### src/rtl/fetch_pkg.sv
// Shared types and constants for the instruction fetch front end.
package fetch_pkg;

  localparam int XLEN    = 32;
  localparam int ILEN    = 32;
  localparam int PC_STEP = 4;

  typedef struct packed {
    logic [XLEN-1:0] pc;
    logic [ILEN-1:0] instr;
  } fetch_entry_t;

  typedef enum logic {
    BOOT  = 1'b0,
    FETCH = 1'b1
  } fetch_state_e;

endpackage

### src/rtl/sync_fifo.sv
// Register-based synchronous FIFO with clear; the head word comes straight
// from storage, so a push is never visible on data_o in its own cycle.
module sync_fifo #(
  parameter int WIDTH = 8,
  parameter int DEPTH = 4
) (
  input  logic                       clk_i,
  input  logic                       rst_ni,
  input  logic                       clear_i,
  input  logic                       push_i,
  input  logic [WIDTH-1:0]           data_i,
  input  logic                       pop_i,
  output logic [WIDTH-1:0]           data_o,
  output logic [$clog2(DEPTH+1)-1:0] count_o,
  output logic                       full_o,
  output logic                       empty_o
);

  localparam int PW = (DEPTH > 1) ? $clog2(DEPTH) : 1;
  localparam int CW = $clog2(DEPTH + 1);

  logic [WIDTH-1:0] mem_q [DEPTH];
  logic [PW-1:0]    wr_ptr_q, wr_ptr_d;
  logic [PW-1:0]    rd_ptr_q, rd_ptr_d;
  logic [CW-1:0]    count_q, count_d;
  logic             do_push, do_pop;

  function automatic logic [PW-1:0] ptr_inc(input logic [PW-1:0] p);
    return (p == PW'(DEPTH - 1)) ? '0 : p + PW'(1);
  endfunction

  assign full_o  = (count_q == CW'(DEPTH));
  assign empty_o = (count_q == '0);
  assign do_pop  = pop_i && !empty_o;
  // A push into a full FIFO is legal when the head leaves on the same edge.
  assign do_push = push_i && (!full_o || do_pop);
  assign data_o  = mem_q[rd_ptr_q];
  assign count_o = count_q;

  always_comb begin
    wr_ptr_d = wr_ptr_q;
    rd_ptr_d = rd_ptr_q;
    count_d  = count_q;
    if (clear_i) begin
      wr_ptr_d = '0;
      rd_ptr_d = '0;
      count_d  = '0;
    end else begin
      if (do_push) wr_ptr_d = ptr_inc(wr_ptr_q);
      if (do_pop)  rd_ptr_d = ptr_inc(rd_ptr_q);
      if (do_push && !do_pop)      count_d = count_q + CW'(1);
      else if (!do_push && do_pop) count_d = count_q - CW'(1);
    end
  end

  always_ff @(posedge clk_i or negedge rst_ni) begin
    if (!rst_ni) begin
      wr_ptr_q <= '0;
      rd_ptr_q <= '0;
      count_q  <= '0;
      for (int i = 0; i < DEPTH; i++) mem_q[i] <= '0;
    end else begin
      wr_ptr_q <= wr_ptr_d;
      rd_ptr_q <= rd_ptr_d;
      count_q  <= count_d;
      if (do_push && !clear_i) mem_q[wr_ptr_q] <= data_i;
    end
  end

endmodule

### src/rtl/instr_prefetch.sv
// Instruction prefetch front end: credit-limited in-order memory reads feeding
// a {pc, instr} queue towards Decode, with squash on an Execute redirect.
module instr_prefetch
  import fetch_pkg::*;
#(
  parameter int                    DATA_WIDTH      = XLEN,
  parameter int                    INSTR_WIDTH     = ILEN,
  parameter int                    DEPTH           = 4,
  parameter int                    MAX_OUTSTANDING = 2,
  parameter logic [DATA_WIDTH-1:0] RESET_PC        = '0
) (
  input  logic                   clk_i,
  input  logic                   rst_ni,
  input  logic                   redirect_i,
  input  logic [DATA_WIDTH-1:0]  redirect_pc_i,
  output logic                   mem_req_o,
  output logic [DATA_WIDTH-1:0]  mem_addr_o,
  input  logic                   mem_gnt_i,
  input  logic                   mem_rvalid_i,
  input  logic [INSTR_WIDTH-1:0] mem_rdata_i,
  output logic                   instr_valid_o,
  input  logic                   instr_ready_i,
  output logic [INSTR_WIDTH-1:0] instr_o,
  output logic [DATA_WIDTH-1:0]  pc_o,
  output logic [DATA_WIDTH-1:0]  pc_4_o
);

  localparam int EW  = DATA_WIDTH + INSTR_WIDTH;
  localparam int QCW = $clog2(DEPTH + 1);
  localparam int OW  = $clog2(MAX_OUTSTANDING + 1);

  fetch_state_e          state_q, state_d;
  logic [DATA_WIDTH-1:0] fetch_pc_q, fetch_pc_d;
  logic [OW-1:0]         outstanding_q, outstanding_d;
  logic [OW-1:0]         discard_q, discard_d;

  logic                  grant, drop_rsp, accept_rsp, pop;
  logic [EW-1:0]         q_rdata;
  logic [QCW-1:0]        q_count;
  logic                  q_full, q_empty;
  logic [DATA_WIDTH-1:0] side_pc;
  logic [OW-1:0]         side_count;
  logic                  side_full, side_empty;
  logic [DATA_WIDTH-1:0] head_pc;
  logic                  unused_status;

  assign grant      = mem_req_o && mem_gnt_i;
  assign drop_rsp   = mem_rvalid_i && (discard_q != '0);
  assign accept_rsp = mem_rvalid_i && (discard_q == '0) && !redirect_i;
  assign pop        = instr_valid_o && instr_ready_i && !redirect_i;

  always_ff @(posedge clk_i or negedge rst_ni) begin
    if (!rst_ni) state_q <= BOOT;
    else         state_q <= state_d;
  end

  always_comb begin
    state_d = state_q;
    case (state_q)
      BOOT:    state_d = FETCH;
      FETCH:   state_d = FETCH;
      default: state_d = BOOT;
    endcase
  end

  // Queue slots already promised to in-flight reads count as occupied.
  always_comb begin
    mem_req_o = 1'b0;
    if (state_q == FETCH) begin
      mem_req_o = ((32'(q_count) + 32'(outstanding_q)) < 32'(DEPTH)) &&
                  (32'(outstanding_q) < 32'(MAX_OUTSTANDING));
    end
  end

  always_comb begin
    outstanding_d = outstanding_q;
    if (grant && !mem_rvalid_i)      outstanding_d = outstanding_q + OW'(1);
    else if (!grant && mem_rvalid_i) outstanding_d = outstanding_q - OW'(1);

    discard_d  = discard_q;
    fetch_pc_d = fetch_pc_q;
    if (redirect_i) begin
      // Every read still in flight after this edge belongs to the old path.
      discard_d  = outstanding_d;
      fetch_pc_d = {redirect_pc_i[DATA_WIDTH-1:2], 2'b00};
    end else begin
      if (drop_rsp) discard_d  = discard_q - OW'(1);
      if (grant)    fetch_pc_d = fetch_pc_q + DATA_WIDTH'(PC_STEP);
    end
  end

  always_ff @(posedge clk_i or negedge rst_ni) begin
    if (!rst_ni) begin
      fetch_pc_q    <= RESET_PC;
      outstanding_q <= '0;
      discard_q     <= '0;
    end else begin
      fetch_pc_q    <= fetch_pc_d;
      outstanding_q <= outstanding_d;
      discard_q     <= discard_d;
    end
  end

  sync_fifo #(
    .WIDTH (DATA_WIDTH),
    .DEPTH (MAX_OUTSTANDING)
  ) u_pc_side_q (
    .clk_i   (clk_i),
    .rst_ni  (rst_ni),
    .clear_i (redirect_i),
    .push_i  (grant && !redirect_i),
    .data_i  (fetch_pc_q),
    .pop_i   (accept_rsp),
    .data_o  (side_pc),
    .count_o (side_count),
    .full_o  (side_full),
    .empty_o (side_empty)
  );

  sync_fifo #(
    .WIDTH (EW),
    .DEPTH (DEPTH)
  ) u_entry_q (
    .clk_i   (clk_i),
    .rst_ni  (rst_ni),
    .clear_i (redirect_i),
    .push_i  (accept_rsp),
    .data_i  ({side_pc, mem_rdata_i}),
    .pop_i   (pop),
    .data_o  (q_rdata),
    .count_o (q_count),
    .full_o  (q_full),
    .empty_o (q_empty)
  );

  assign unused_status = ^{side_count, side_full, side_empty, q_full};

  assign head_pc       = q_rdata[EW-1:INSTR_WIDTH];
  assign instr_valid_o = !q_empty;
  assign instr_o       = instr_valid_o ? q_rdata[INSTR_WIDTH-1:0] : '0;
  assign pc_o          = instr_valid_o ? head_pc : '0;
  assign pc_4_o        = instr_valid_o ? head_pc + DATA_WIDTH'(PC_STEP) : '0;
  assign mem_addr_o    = fetch_pc_q;

endmodule

### config.mk
export PLATFORM = sky130hd
export DESIGN_NAME = instr_prefetch
export DESIGN_NICKNAME = d
export VERILOG_FILES = /design/src/rtl/fetch_pkg.sv /design/src/rtl/sync_fifo.sv /design/src/rtl/instr_prefetch.sv
export SDC_FILE = /design/constraint.sdc
export NUM_CORES = 1
export LEC_CHECK = 0
export BUFFER_PORTS_ARGS = -buffer_cell sky130_fd_sc_hd__buf_2
export CORE_ASPECT_RATIO = 0.75
export CORE_MARGIN = 2
export CORE_UTILIZATION = 46
export CTS_BUF_LIST = sky130_fd_sc_hd__clkbuf_8
export DETAILED_ROUTE_END_ITERATION = 10
export HOLD_SLACK_MARGIN = 0.15
export PLACE_DENSITY_LB_ADDON = 0.25
export SLEW_MARGIN = 15
export SYNTH_ARGS = -nofsm -noshare
export SYNTH_HDL_FRONTEND = slang
export SYNTH_HIERARCHICAL = 1
export SYNTH_SLANG_ARGS = --single-unit
### constraint.sdc
create_clock -name clk_i -period 4.3 [get_ports clk_i]
set_input_delay 0.43 -clock clk_i [delete_from_list [all_inputs] [get_ports clk_i]]
set_output_delay 0.43 -clock clk_i [all_outputs]
set_load 0.05 [all_outputs]
==> results of run 1 <==
==> per-layer routing <==
layer | GRT usage [%] | up-vias | share of wire [%]
met4 | 4.80 | 0 | 1.8
met3 | 3.31 | 81 | 3.7
met5 | 0 | - | 0
li1 | - | 5389 | -
met2 | 35.4 | 252 | 49
met1 | 30.0 | 6231 | 46
==> timing repair <==
| item | in CTS | in global routing |
|---|---|---|
| hold endpoints to repair | 218 | 0 |
| hold buffers | 63 | 0 |
| pin swaps | 0 | 0 |
| endpoints found under the setup margin | 3 | 5 |
| gates resized for setup | 0 | 2 |
| buffers inserted | 1 | 0 |
==> worst max-delay path, cell delays in order (launching register included) <==
cell,delay [ns]
dfrtp_4,0.62
mux4_2,0.49
nand3_1,0.40
or4_1,0.74
nor3_1,0.24
mux2_2,0.37
buf_2,0.21
==> final cells by class <==
class | instances | share of cell area, %
clock buffers | 75 | 4.85
multi-input cells | 858 | 39.2
repair buffers | 283 | 8.81
clock inverters | 29 | 0.729
inverters | 18 | 0.318
well taps | 512 | 3.01
flip-flops and latches | 366 | 43.1
==> stage by stage <==
step / util, % / cell area (µm²)
final: 55.2 / 21300
after global routing: 55.2 / 21300
after CTS: 55.2 / 21300
after detailed placement: 50.4 / 19400
after global placement: 50.4 / 19400
after floorplan: - / 18200
==> where the power goes <==
group	total, mW	internal (mW)	switching (mW)	leakage, nW
logic	2.52	1.31	1.21	4.38
clock network	2.99	1.62	1.37	0.683
registers	4.51	4.11	0.395	4.85
==> how the worst max path moves through the flow <==
stage	from	to	slack, ns	cells after the start
after floorplan	u_entry_q/rd_ptr_q[1]	pc_4_o[23]	0.48	8
after global placement	u_entry_q/rd_ptr_q[0]	pc_4_o[26]	0.69	7
after detailed placement	u_entry_q/rd_ptr_q[0]	pc_4_o[26]	0.64	7
after CTS	u_entry_q/rd_ptr_q[1]	pc_4_o[26]	0.08	7
after global routing	u_entry_q/rd_ptr_q[0]	pc_4_o[28]	0.01	6
final	u_entry_q/rd_ptr_q[0]	pc_4_o[26]	0.16	6
==> cells by family after synthesis <==
family	Yosys count
and+or+nand+nor	295
DFF	366
AOI/OAI and AO/OA	90
muxes	433
adders and majority gates	10
other	2
buffers and inverters	107
xor gates and xnor gates	23
==> cell usage in the layout, fill, tap and decap left out, drive strengths merged, types with 9 or more instances in the layout <==
cell         count
ha               9
dfrtp          366
clkbuf          75
mux2           363
nand2b           9
nor3            16
nand3           23
nor2            56
xor2            10
a21oi           14
a31oi           24
mux4            64
dlygate4sd3     63
o21ai           26
or3             17
or4             18
buf            220
nand2           32
and3            11
nor2b           66
o31ai           14
nand4           19
xnor2           13
inv             38
==> flip-flops by register name (all words and copies together) (netlist names) <==
signal                count
u_pc_side_q/rd_ptr_q      1
outstanding_q             2
mem_addr_o               30
u_pc_side_q/count_o       2
u_entry_q/count_o         3
state_q                   1
u_pc_side_q/wr_ptr_q      1
u_entry_q/wr_ptr_q        2
u_entry_q/rd_ptr_q        2
discard_q                 2
u_pc_side_q/mem_q        64
u_entry_q/mem_q         256
==> flow_summary.yaml, run 1 <==
grt:
  overflow: 0
  grt_max_degree: 146
  track_usage_pct: 21.4
  grt_pass1_vias: 12472
  antenna_found_initial: 0
  grt_pass1_wl_mm: 69.7
floorplan:
  io_pins: 200
  die-area_um2: 41100
  fp.dieW_um: 233
  die_h_um: 176
  coreArea_um2: 38600
  start_util_pct: 47.1
  std_cell_rows: 62
pwr:
  vdd.ir_drop.worst_mv: 0.415
  leakagePower_nw: 9.92
  p_per_area_nw_per_um2: 471
  p_total_mw: 10.0
final_layout:
  diodes: 0
  drive_gt1_share_pct: 46.0
  final_cell_count_no_fill: 2141
  multi_input_area_um2: 8340
  final_nets: 1665
  nFillCells: 3190
  syn_to_final_growth_pct: 17.2
  seq_area_um2: 9170
clock_tree:
  htreeDepth: 2
  cts_buffer_depth: 3
  numCtsBuffers: 58
  path_clk_slew_ns: 0.06
  cts_tree: "yes"
  clk_latency_ns: 0.61
  cts_root_buf: "clkbuf_8"
  cts_sinks: 366
synth:
  synth_xor_area_share_pct: 1.11
  yosysSeqAreaShare_pct: 50.5
  synthSimpleGateAreaFrac_pct: 9.28
  ys_top_cells_by_count: "366 x dfrtp_1, 334 x mux2_2, 66 x nor2b_1"
  synthArstFlopShare_pct: 100
  synth_cells: 1326
  yosys.area.top_type: "dfrtp_1"
  synth_compound_area_share_pct: 3.05
  muxShareOfSynthArea_pct: 31.4
  yosysTopAreaCellShare_pct: 50.5
  synth_ff_type: "dfrtp_1"
  ys_warn_count: 6
  synthesis.area_um2: 18200
  synth_top_family_by_area: "multiplexers"
  ys_top_cells_by_area: "dfrtp_1 50%, mux2_2 21%, mux4_2 7.9%"
  synth_seq_cells: 366
  synth-edff-count: 0
  synthDistinctLibCells: 53
  synth.most_common_cell: "dfrtp_1"
  synthAdderAreaFrac_pct: 0.731
  avgSynthCellArea_um2: 13.7
run:
  drv_cap: 0
sta:
  hold_violations: 0
  drv_slew: 0
  tightest_slew_ns: 1.11
  setup_viol: 0
  slew_headroom_pct: 26.3
  max_freq_mhz: 241
  finalWorstSetupSlack_ns: 0.158
  holdWs_ns: 0.242
  skew_ns: 0.0323
  finalCritPeriodShare_pct: 96.3
  period_needed_ns: 4.14
  tns_ns: 0
  rsz0062_at_grt: "false"
critical_path:
  cp_data_required_time_ns: 3.87
  rr_endpoint: "u_pc_side_q/mem_q[42]"
  critPathArrivalTime_ns: 3.71
  r2r_slack_ns: 0.86
  r2r_start: "u_entry_q/count_o[1]"
  endpoint_kind: "output port"
  cp-start-kind: "register"
  worstSetupPathType: "register to output port"
  crit_fanout: 14
  reg2regPathDepth: 7
min_path:
  hold_start: "mem_rvalid_i"
  hold_end: "outstanding_q[0]"
  hold_class: "primary input to register"
  min_path_cells: 4
run_status:
  status: "completed"
placed_design:
  hpwl_mm: 27.3
  port_buffers: 195
  place.gp.congestion: 0.798
  placed_cells: 1973
  pre_cts_ws_ns: 0.642
drt:
  wirelength_mm: 43.4
  route.detailed.drc: 0
  vias: 11953
  ant_nets: 0
  post_drt_wl_per_cell_um: 20.3
  drtIter0Drc: 720
  first_pass_iters: 5
  via_per_inst: 5.58
Note: power is estimated with default switching activity, not from simulation.
==> run 2: changes to the inputs <==
--- a/config.mk
+++ b/config.mk
@@ -8,11 +8,12 @@
 export BUFFER_PORTS_ARGS = -buffer_cell sky130_fd_sc_hd__buf_2
 export CORE_ASPECT_RATIO = 0.75
 export CORE_MARGIN = 2
-export CORE_UTILIZATION = 46
+export CORE_UTILIZATION = 55
 export CTS_BUF_LIST = sky130_fd_sc_hd__clkbuf_8
 export DETAILED_ROUTE_END_ITERATION = 10
 export HOLD_SLACK_MARGIN = 0.15
 export PLACE_DENSITY_LB_ADDON = 0.25
+export RECOVER_POWER = 25
 export SLEW_MARGIN = 15
 export SYNTH_ARGS = -nofsm -noshare
 export SYNTH_HDL_FRONTEND = slang
==> flow_summary.yaml, run 2 (synthesized netlist as in run 1, its figures left out) <==
grt:
  grt_use_met3_pct: 3.95
  busiest_layer: "met2"
  overflow: 0
  grt_pass1_wl_mm: 68.3
  antenna_found_initial: 0
  grt_pass1_vias: 12567
  track_usage_pct: 25.4
  grt_use_met2_pct: 40.6
  use_met1_pct: 36.3
  grt_max_degree: 128
clock_tree:
  cts_root_buf: "clkbuf_8"
  cts_buffer_depth: 3
  clk_latency_ns: 0.61
  path_clk_slew_ns: 0.07
  cts_sinks: 366
  numCtsBuffers: 55
  cts_tree: "yes"
  cts_resized: 0
  htreeDepth: 2
floorplan:
  std_cell_rows: 57
  die_h_um: 161
  start_util_pct: 55.9
  io_pins: 200
  die-area_um2: 34500
  coreArea_um2: 32400
  fp.dieW_um: 214
critical_path:
  critPathArrivalTime_ns: 3.67
  worstSetupPathType: "register to output port"
  cp_data_required_time_ns: 3.87
  crit_fanout: 10
  cp-start-kind: "register"
  endpoint_kind: "output port"
pwr:
  seqPwrFrac_pct: 45.1
  power.internal_mw: 7.05
  vdd.ir_drop.worst_mv: 0.236
  power.share.clock_pct: 29.8
  pwr-share-comb_pct: 25.1
  power_switching_mw: 2.98
  leakagePower_nw: 9.90
  p_per_area_nw_per_um2: 472
  swShare_pct: 29.7
placed_design:
  place.gp.congestion: 0.811
  hpwl_mm: 27.2
  pre_cts_ws_ns: 0.630
  port_buffers: 195
sta:
  skew_ns: 0.0189
  hold_violations: 0
  max_freq_mhz: 244
  period_needed_ns: 4.10
  setup_viol: 0
  tns_ns: 0
  finalWorstSetupSlack_ns: 0.204
  holdWs_ns: 0.220
  rsz0062_at_grt: "false"
  drv_slew: 126
  tightest_slew_ns: 3.22
  finalCritPeriodShare_pct: 95.3
  slew_headroom_pct: -115
drt:
  route.detailed.drc: 0
  wirelength_mm: 42.3
  via_per_inst: 5.75
  ant_nets: 0
  post_drt_wl_per_cell_um: 20.5
  vias: 11896
  first_pass_iters: 4
  drtIter0Drc: 770
final_layout:
  mostFrequentLayoutCells: "363 x dfrtp_1, 334 x mux2_2, 194 x buf_2"
  largest_reg_flops: 256
  regMostFlops: "u_entry_q/mem_q"
  diodes: 0
  layout_commonest_cell: "dfrtp_1"
  final_util_pct: 65.4
  syn_to_final_growth_pct: 16.9
  drive_gt1_share_pct: 46.5
  final_nets: 1668
run_status:
  failed_checks: "capacitance limit, slew limit"
  status: "finished with violations"
run:
  drv_cap: 1
min_path:
  hold_class: "primary input to register"
-- run 2: final timing paths --
check                                 startpoint                    end  slack [ns]  cells after the start
min in group asynchronous                 rst_ni   u_entry_q/mem_q[171]        1.37                      2
min                                 mem_rvalid_i       outstanding_q[0]        0.22                      4
min reg2reg                  u_entry_q/mem_q[59]    u_entry_q/mem_q[59]        0.50                      1
max reg2reg                 u_entry_q/count_o[1]  u_pc_side_q/mem_q[48]        0.86                      8
max                        u_entry_q/rd_ptr_q[0]             pc_4_o[26]        0.20                      7
max in group asynchronous                 rst_ni   u_pc_side_q/rd_ptr_q        0.76                      2
-- run 2: critical path, stage by stage, from the launching register on --
cell and delay (ns):
dfrtp_4 0.58, mux4_2 0.48, ha_1 0.25, nand2_1 0.21, or4_1 0.66, nor3_1 0.27
mux2_2 0.37, buf_2 0.21
-- run 2: area by class of cell --
| cell class | instances | area, µm² |
|---|---|---|
| clock inverters | 21 | 130 |
| inverters | 18 | 67.6 |
| fillers | 2391 | 11200 |
| clock buffers | 76 | 1050 |
| multi-input cells | 858 | 8330 |
| well taps | 442 | 553 |
| repair buffers | 289 | 1930 |
| flip-flops and latches | 366 | 9170 |
-- run 2: timing repair --
action                                 4_1_cts  5_1_grt
buffers inserted                             1        2
endpoints found under the hold margin      280        0
hold buffers                                63        0
setup endpoints to repair                    5        1
-- run 2: power by group through the flow --
stage | clock [mW] | sequential (mW) | combinational [mW]
after floorplan | 0 | 4.51 | 1.79
after global routing | 3.21 | 4.61 | 2.71
final | 2.99 | 4.52 | 2.52
after global placement | 0 | 4.52 | 2.38
after detailed placement | 0 | 4.57 | 2.46
after CTS | 3.05 | 4.52 | 2.52
-- run 2: layer usage --
metal  part of all wire, %  routed length (µm)
met5                     0                   0
met4                   2.2                 920
met3                   4.5                1890
met2                    47               19900
met1                    46               19600
-- run 2: stage by stage --
stage	area (µm²)	cells	total power, mW
detailed placement	19400	1907	7.03
global placement	19400	1907	6.90
global route	21200	2070	10.5
finish	21200	2070	10.0
CTS	21200	2068	10.1
floorplan	18200	1331	6.31
==> run 3: changes to the inputs <==
--- a/config.mk
+++ b/config.mk
@@ -12,7 +12,7 @@
 export CTS_BUF_LIST = sky130_fd_sc_hd__clkbuf_8
 export DETAILED_ROUTE_END_ITERATION = 10
 export HOLD_SLACK_MARGIN = 0.15
-export PLACE_DENSITY_LB_ADDON = 0.25
+export PLACE_DENSITY = 0.76
 export RECOVER_POWER = 25
 export SLEW_MARGIN = 15
 export SYNTH_ARGS = -nofsm -noshare
==> constraint.sdc (replaced) <==
create_clock -name clk_i -period 4.7 [get_ports clk_i]
set_input_delay 0.47 -clock clk_i [delete_from_list [all_inputs] [get_ports clk_i]]
set_output_delay 0.47 -clock clk_i [all_outputs]
set_load 0.05 [all_outputs]
==> flow_summary.yaml, run 3 (synthesized netlist as in run 1, its figures left out) <==
sta:
  finalCritPeriodShare_pct: 90.6
  tightest_slew_ns: 2.32
  hold_violations: 0
  drv_slew: 94
  slew_headroom_pct: -54.7
  finalWorstSetupSlack_ns: 0.441
  max_freq_mhz: 235
  rsz0062_at_grt: "false"
  period_needed_ns: 4.26
  tns_ns: 0
  skew_ns: 0.0198
  setup_viol: 0
final_layout:
  drive_gt1_share_pct: 45.6
  mostFrequentLayoutCells: "364 x dfrtp_1, 334 x mux2_2, 194 x buf_2"
  regMostFlops: "u_entry_q/mem_q"
  final_nets: 1658
  layout_commonest_cell: "dfrtp_1"
  final_cell_count_no_fill: 2058
  diodes: 0
  largest_reg_flops: 256
  syn_to_final_growth_pct: 15.8
floorplan:
  fp.dieW_um: 214
  die-area_um2: 34500
  coreArea_um2: 32400
  start_util_pct: 55.9
  io_pins: 200
  die_h_um: 161
  std_cell_rows: 57
clock_tree:
  clk_latency_ns: 0.60
  cts_tree: "yes"
  cts_resized: 0
  cts_buffer_depth: 3
  numCtsBuffers: 55
  cts_sinks: 366
  cts_root_buf: "clkbuf_8"
  path_clk_slew_ns: 0.06
  htreeDepth: 2
drt:
  post_drt_wl_per_cell_um: 20.7
  wirelength_mm: 42.5
  first_pass_iters: 5
  via_per_inst: 5.82
  ant_nets: 0
  drtIter0Drc: 949
  vias: 11973
  route.detailed.drc: 0
min_path:
  hold_class: "primary input to register"
grt:
  track_usage_pct: 25.1
  overflow: 0
  grt_pass1_wl_mm: 67.6
  grt_max_degree: 101
  grt_pass1_vias: 12393
  antenna_found_initial: 0
critical_path:
  crit_buf_inv: 1
  critPathTopFamily: "simple AND/OR/NAND/NOR gates"
  cp-start-kind: "register"
  crit_fanout: 21
  path_cells: "mux4_2, ha_1, nand2_1, or4_1, nor3_1, mux2_2, buf_2"
  worstSetupPathType: "register to output port"
  critPathSlowestCell: "dfrtp_2"
  critPathArrivalTime_ns: 3.79
  cp_data_required_time_ns: 4.23
  endpoint_kind: "output port"
  slowest_delay_ns: 0.76
placed_design:
  port_buffers: 195
  pre_cts_ws_ns: 0.740
  place.gp.congestion: 0.805
  placed_cells: 1900
  hpwl_mm: 26.9
pwr:
  p_per_area_nw_per_um2: 428
  vdd.ir_drop.worst_mv: 0.266
  leakagePower_nw: 9.82
run_status:
  status: "finished with violations"
  failed_checks: "capacitance limit, slew limit"
run:
  drv_cap: 1
run 3: final timing paths:
check	startpoint	slack, ns	depth (start not counted)	to
hold / removal	mem_rdata_i[25]	0.20	2	u_entry_q/mem_q[217]
min in group asynchronous	rst_ni	1.09	2	u_entry_q/mem_q[239]
max in group asynchronous	rst_ni	1.06	3	u_entry_q/mem_q[129]
setup reg to reg	u_entry_q/count_o[1]	1.31	8	u_pc_side_q/mem_q[45]
setup / recovery	u_entry_q/rd_ptr_q[1]	0.44	7	pc_4_o[30]
hold reg to reg	u_entry_q/mem_q[0]	0.50	1	u_entry_q/mem_q[0]
run 3: where the power goes:
part | internal (mW) | total (mW) | switching, mW
clock | 1.36 | 2.56 | 1.21
combinational | 1.19 | 2.31 | 1.12
sequential | 3.76 | 4.13 | 0.365
run 3: through the flow:
stage	total power [mW]	cell area, µm²	utilization [%]	hold slack, ns
detailed placement	6.43	19300	59.5	0.490
finish	9.00	21000	64.8	0.196
global placement	6.29	19300	59.5	0.484
global route	9.47	21000	64.8	0.159
CTS	9.07	21000	64.8	0.150
floorplan	5.77	18200	-	0.174
run 3: routing by layer:
| metal | vias to the layer above | share of wire, % | track usage, % |
|---|---|---|---|
| met5 | - | 0 | 0 |
| met4 | 0 | 2.5 | 8.33 |
| met3 | 78 | 5.5 | 4.34 |
| met2 | 379 | 47 | 39.1 |
| met1 | 6152 | 45 | 35.9 |
| li1 | 5364 | - | - |
run 3: repair_timing:
action,4_1_cts,5_1_grt
hold buffers,61,1
hold endpoints to repair,239,1
endpoints found under the setup margin,0,3
buffers inserted,0,1
run 3: cell type report:
class,instances,area [µm²]
Fill cell,2378,11400
Sequential cell,366,9160
Multi-Input combinational cell,858,8330
Timing Repair Buffer,279,1820
Clock buffer,68,936
Tap cell,442,553
Clock inverter,27,149
Inverter,18,67.6
